===== src/rtl/wb_pkg.sv =====
// Shared types and widths for the writeback stage.
//   XLEN        result / register-file write data width
//   REG_ADDR_W  register index width
//   CNT_W       width of the ALU starvation counter
//   wb_req_t    one producer's offered result {valid, rd, data}
//   wb_pri_e    tie-break priority state of the arbiter
package wb_pkg;

  localparam int XLEN       = 32;
  localparam int REG_ADDR_W = 5;
  localparam int CNT_W      = 4;

  typedef struct packed {
    logic                  valid;
    logic [REG_ADDR_W-1:0] rd;
    logic [XLEN-1:0]       data;
  } wb_req_t;

  typedef enum logic {
    LSU_PRI = 1'b0,
    ALU_PRI = 1'b1
  } wb_pri_e;

  // Saturating increment for the starvation counter.
  function automatic logic [CNT_W-1:0] sat_inc(input logic [CNT_W-1:0] v);
    return (v == {CNT_W{1'b1}}) ? v : v + 1'b1;
  endfunction

endpackage


===== src/rtl/writeback_arbiter.sv =====
// Writeback arbiter: merges ALU and LSU results onto the single register-file
// write port. The accepted result is registered and presented one cycle later;
// the registered result doubles as the operand-forwarding bypass.
//
// Ports
//   clk, rst_n                    clock, asynchronous active-low reset
//   alu_valid/alu_rd/alu_data     ALU result offer
//   alu_ready                     ALU result accepted this cycle (combinational)
//   lsu_valid/lsu_rd/lsu_data     load result offer
//   lsu_ready                     load result accepted this cycle (combinational)
//   reg_write/rd_addr/rd_data     registered register-file write port
//   bypass_valid                  forwarding qualifier, equal to reg_write
//
// state   | meaning
// LSU_PRI | LSU wins ties; consecutive ALU stalls are counted
// ALU_PRI | ALU wins ties until its next accept
module writeback_arbiter
  import wb_pkg::*;
#(
  parameter int unsigned STARVE_LIMIT = 4
) (
  input  logic                  clk,
  input  logic                  rst_n,
  input  logic                  alu_valid,
  output logic                  alu_ready,
  input  logic [REG_ADDR_W-1:0] alu_rd,
  input  logic [XLEN-1:0]       alu_data,
  input  logic                  lsu_valid,
  output logic                  lsu_ready,
  input  logic [REG_ADDR_W-1:0] lsu_rd,
  input  logic [XLEN-1:0]       lsu_data,
  output logic                  reg_write,
  output logic [REG_ADDR_W-1:0] rd_addr,
  output logic [XLEN-1:0]       rd_data,
  output logic                  bypass_valid
);

  localparam logic [CNT_W-1:0] LIMIT = CNT_W'(STARVE_LIMIT);

  wb_req_t alu_req;
  wb_req_t lsu_req;

  logic grant_alu;
  logic grant_lsu;
  logic [REG_ADDR_W-1:0] sel_rd;
  logic [XLEN-1:0]       sel_data;

  wb_pri_e               pri_q,       pri_d;
  logic [CNT_W-1:0]      wait_cnt_q,  wait_cnt_d;
  logic                  reg_write_q, reg_write_d;
  logic [REG_ADDR_W-1:0] rd_addr_q,   rd_addr_d;
  logic [XLEN-1:0]       rd_data_q,   rd_data_d;

  assign alu_req = '{valid: alu_valid, rd: alu_rd, data: alu_data};
  assign lsu_req = '{valid: lsu_valid, rd: lsu_rd, data: lsu_data};

  always_comb begin
    // The write port never stalls, so a lone requester is always granted.
    grant_alu = alu_req.valid && (!lsu_req.valid || pri_q == ALU_PRI);
    grant_lsu = lsu_req.valid && !grant_alu;

    sel_rd   = grant_alu ? alu_req.rd   : lsu_req.rd;
    sel_data = grant_alu ? alu_req.data : lsu_req.data;

    pri_d      = pri_q;
    wait_cnt_d = wait_cnt_q;
    if (grant_alu) begin
      wait_cnt_d = '0;
      pri_d      = LSU_PRI;
    end else if (!alu_req.valid) begin
      // Only consecutive stalls count toward starvation.
      wait_cnt_d = '0;
    end else begin
      wait_cnt_d = sat_inc(wait_cnt_q);
      // Switch on the same edge the count reaches the limit, so the very
      // next cycle the ALU wins the tie (LIMIT LSU grants, then one ALU).
      if (pri_q == LSU_PRI && wait_cnt_d >= LIMIT) begin
        pri_d = ALU_PRI;
      end
    end

    // x0 results are consumed but never written.
    reg_write_d = (grant_alu || grant_lsu) && (sel_rd != '0);
    rd_addr_d   = rd_addr_q;
    rd_data_d   = rd_data_q;
    if (grant_alu || grant_lsu) begin
      rd_addr_d = sel_rd;
      rd_data_d = sel_data;
    end
  end

  always_ff @(posedge clk or negedge rst_n) begin
    if (!rst_n) begin
      pri_q       <= LSU_PRI;
      wait_cnt_q  <= '0;
      reg_write_q <= 1'b0;
      rd_addr_q   <= '0;
      rd_data_q   <= '0;
    end else begin
      pri_q       <= pri_d;
      wait_cnt_q  <= wait_cnt_d;
      reg_write_q <= reg_write_d;
      rd_addr_q   <= rd_addr_d;
      rd_data_q   <= rd_data_d;
    end
  end

  // Grants are suppressed while reset is held so no producer sees a
  // handshake that the cleared output registers would then drop.
  assign alu_ready    = grant_alu && rst_n;
  assign lsu_ready    = grant_lsu && rst_n;

  assign reg_write    = reg_write_q;
  assign bypass_valid = reg_write_q;
  assign rd_addr      = rd_addr_q;
  assign rd_data      = rd_data_q;

endmodule


===== config.mk =====
export PLATFORM = sky130hd
export DESIGN_NAME = writeback_arbiter
export DESIGN_NICKNAME = d
export VERILOG_FILES = /design/src/rtl/wb_pkg.sv /design/src/rtl/writeback_arbiter.sv
export SDC_FILE = /design/constraint.sdc
export NUM_CORES = 1
export LEC_CHECK = 0
export BUFFER_PORTS_ARGS = -buffer_cell sky130_fd_sc_hd__buf_2
export CAP_MARGIN = 20
export CORE_ASPECT_RATIO = 0.75
export CORE_UTILIZATION = 48
export CTS_BUF_LIST = sky130_fd_sc_hd__clkbuf_2
export CTS_CLUSTER_DIAMETER = 200
export DETAILED_ROUTE_END_ITERATION = 8
export HOLD_SLACK_MARGIN = 0.06
export PLACE_DENSITY = 0.86
export SLEW_MARGIN = 25
export SYNTH_ARGS = -nofsm -noshare
export SYNTH_HDL_FRONTEND = slang
export SYNTH_SLANG_ARGS = --single-unit

===== constraint.sdc =====
create_clock -name clk -period 2 [get_ports clk]
set_input_delay 0.4 -clock clk [delete_from_list [all_inputs] [get_ports clk]]
set_output_delay 0.4 -clock clk [all_outputs]
set_load 0.02 [all_outputs]

==> out/metrics.cfg <==
[outcome]
outcome = complete, no violations

[floorplanning]
die_x_um = 76.1
start_util_pct = 52.0
core_area_sq_mm = 0.00380
row_count = 19
die_h_um = 57.6
ios = 119
die_area_sq_mm = 0.00438

[logic_synthesis]
synth_top_family_by_area = simple AND/OR/NAND/NOR gates
synth_xor_area_share_pct = 0.443
synthSimpleGateAreaFrac_pct = 20.7
synth_nets = 285
synthFlopType = dfrtp_1
synth_compound_area_share_pct = 18.7
synth-edff-count = 0
syn_inst = 206
synthesis.area_sq_mm = 0.00198
yosysWarnings = 0
seq_area_frac_synth_pct = 54.4
ys_types = 27
async_reset_ff_share_pct = 100
synth_seq_cells = 43
synth.area.mux_share_pct = 0.506
syn_avg_cell_area_sq_um = 9.60
synthAdderAreaFrac_pct = 0.633

[power_and_ir_drop]
swShare_pct = 33.1
p_switching_mw = 0.613
leakage_nw = 1.44
power.density_mw_per_mm2 = 692
power_mw = 1.85
seqPwrFrac_pct = 54.6
p_clk_share_pct = 17.7
intPower_mw = 1.24
power.share.combinational_pct = 27.7
max-vdd-ir-drop_uv = 459

[grt]
grt_pass1_wl_mm = 8.75
use_met2_pct = 44.3
met1_usage_pct = 31.9
grt.busiest_layer = met2
grt.total_usage_pct = 26.1
grt_use_met3_pct = 7.20
grt_max_degree = 30
grt-ovfl-total = 0
grt_pass1_vias = 1976
antenna_found_initial = 0

[critical_path]
crit_family = simple AND/OR/NAND/NOR gates
crit_required_ns = 1.60
critPathBufInv = 1
critical_path.max_fanout = 5
slowest_delay_ns = 0.45
startpoint_type = register
cp_slowest_cell = dfrtp_1
cp_cell_sequence = nand2b_1 > nand2_1 > and3_1 > buf_2
critPathKind = register to primary output
endpoint_kind = primary output
crit_arrival_ns = 1.48

[drt]
ant_nets = 0
drt-initial-drc-count = 108
drcViolationCount = 0
vias_per_cell = 5.50
dr.pass1.iters = 4
drt-total-wl_mm = 5.40
wl_per_cell_um = 14.3
num_vias = 2075

[layout]
synthToLayoutAreaGrowth_pct = 35.2
nets = 405
drive_gt1_share_pct = 42.5
layout.cells.non_filler = 377
diodes = 0
fin_area_sq_mm = 0.00268
fin_util_pct = 70.3

[sta]
layout_min_cycle_time_ns = 1.88
report.final.hold_viol_count = 0
layout_setup_ws_ns = 0.121
tightest_slew_ns = 0.531
whs_ns = 0.198
fin_tns_setup_ns = 0
slew_viol_final = 0
fin_crit_sh_pct = 94.0
rsz0062_at_grt = false
setup_viol = 0
skew_ns = 0.0179
fmax_mhz = 532
slew_headroom_pct = 64.4

[placed_design]
post-place-ws_ns = 0.459
port_buffers = 118
dpl.hpwl_mm = 4.07
place_congestion = 0.831
dpl_cell_area_sq_mm = 0.00264
placed_cells = 370

[hold_path]
hp-class = input port to register

[clock_tree]
cts_tree = yes
cts_sinks = 43
htreeDepth = 2
cts_buffers = 5
root_buffer = clkbuf_2
clk_pin_slew_ns = 0.19
clk_latency_ns = 0.38
cts_max_path_buffers = 2

[job]
drv_cap = 0

[flip-flops by register name, indices dropped and copies added (netlist names)]
register      count
bypass_valid      1
pri_q             1
rd_addr           5
rd_data          32
wait_cnt_q        4
[power by group through the flow]
stage	clock network (mW)	registers [mW]	logic, mW
final	0.328	1.01	0.512
after floorplan	0	1.13	0.169
after detailed placement	0	1.02	0.514
after CTS	0.340	1.01	0.514
after global placement	0	1.02	0.503
after global routing	0.379	1.02	0.559
[area by class of cell]
type,instances,area [sq um]
fillers,309,1130
flip-flops and latches,43,1080
multi-input cells,146,812
repair buffers,129,688
well taps,52,65.1
clock buffers,6,30.0
inverters,1,3.75
[layout by cell type (no fill, tap or decap), drive strengths merged]
| cell type | instances |
|---|---|
| a211oi | 2 |
| mux2i | 1 |
| or4 | 2 |
| or2 | 1 |
| clkbuf | 6 |
| dfrtp | 43 |
| o21ai | 2 |
| nand2 | 77 |
| ha | 1 |
| o211ai | 5 |
| buf | 128 |
| a32oi | 32 |
| o221a | 1 |
| a21boi | 1 |
| nand2b | 1 |
| nor3 | 1 |
| nand3b | 1 |
| nor2 | 5 |
| and2 | 2 |
| and3 | 2 |
| nand3 | 7 |
| a21oi | 1 |
| inv | 1 |
| dlygate4sd3 | 1 |
| xnor2 | 1 |
[layer usage]
layer	vias to the layer above	routed length, um
met4	0	58
met1	974	2300
met2	111	2570
met5	-	0
li1	983	-
met3	7	469
[synth_stat cells (2+ instances only)]
library cell	instances	area [sq um]
nand3_1	7	35.0
a32oi_1	32	280
clkbuf_1	4	15.0
buf_2	6	30.0
o21ai_0	2	10.0
nand2_1	77	289
or4_1	2	15.0
o211ai_1	5	37.5
nor2_1	4	15.0
a211oi_1	2	15.0
and2_1	2	12.5
buf_4	5	37.5
dfrtp_1	43	1080
and3_1	2	12.5
[worst paths after layout]
| path | slack [ns] | cells after the start | end | start |
|---|---|---|---|---|
| worst max-delay path | 0.12 | 4 | lsu_ready | pri_q |
| worst min-delay path | 0.20 | 3 | rd_data[3] | lsu_data[3] |
| worst max register to register | 0.64 | 4 | rd_addr[2] | pri_q |
| worst min register to register | 0.50 | 2 | rd_data[1] | rd_data[1] |
| max in group asynchronous | 1.14 | 3 | rd_data[21] | rst_n |
| min in group asynchronous | 0.51 | 3 | rd_addr[2] | rst_n |
[cells by family after synthesis]
group	after synthesis
AOI/OAI and AO/OA	44
xor gates and xnor gates	1
adders and majority gates	1
buffers and inverters	17
DFF	43
muxes	1
and+or+nand+nor	99
[worst register-to-register path, stage by stage (launching register included)]
cell,delay [ns]
dfrtp_1,0.45
nand2b_1,0.21
buf_4,0.22
and2_1,0.23
o211ai_1,0.19
[timing repair]
action	4_1_cts	5_1_grt
hold endpoints to repair	43	0
setup buffers	0	0
hold buffers	1	0
resized for setup	0	0
Power figures use the tool's default switching activity.
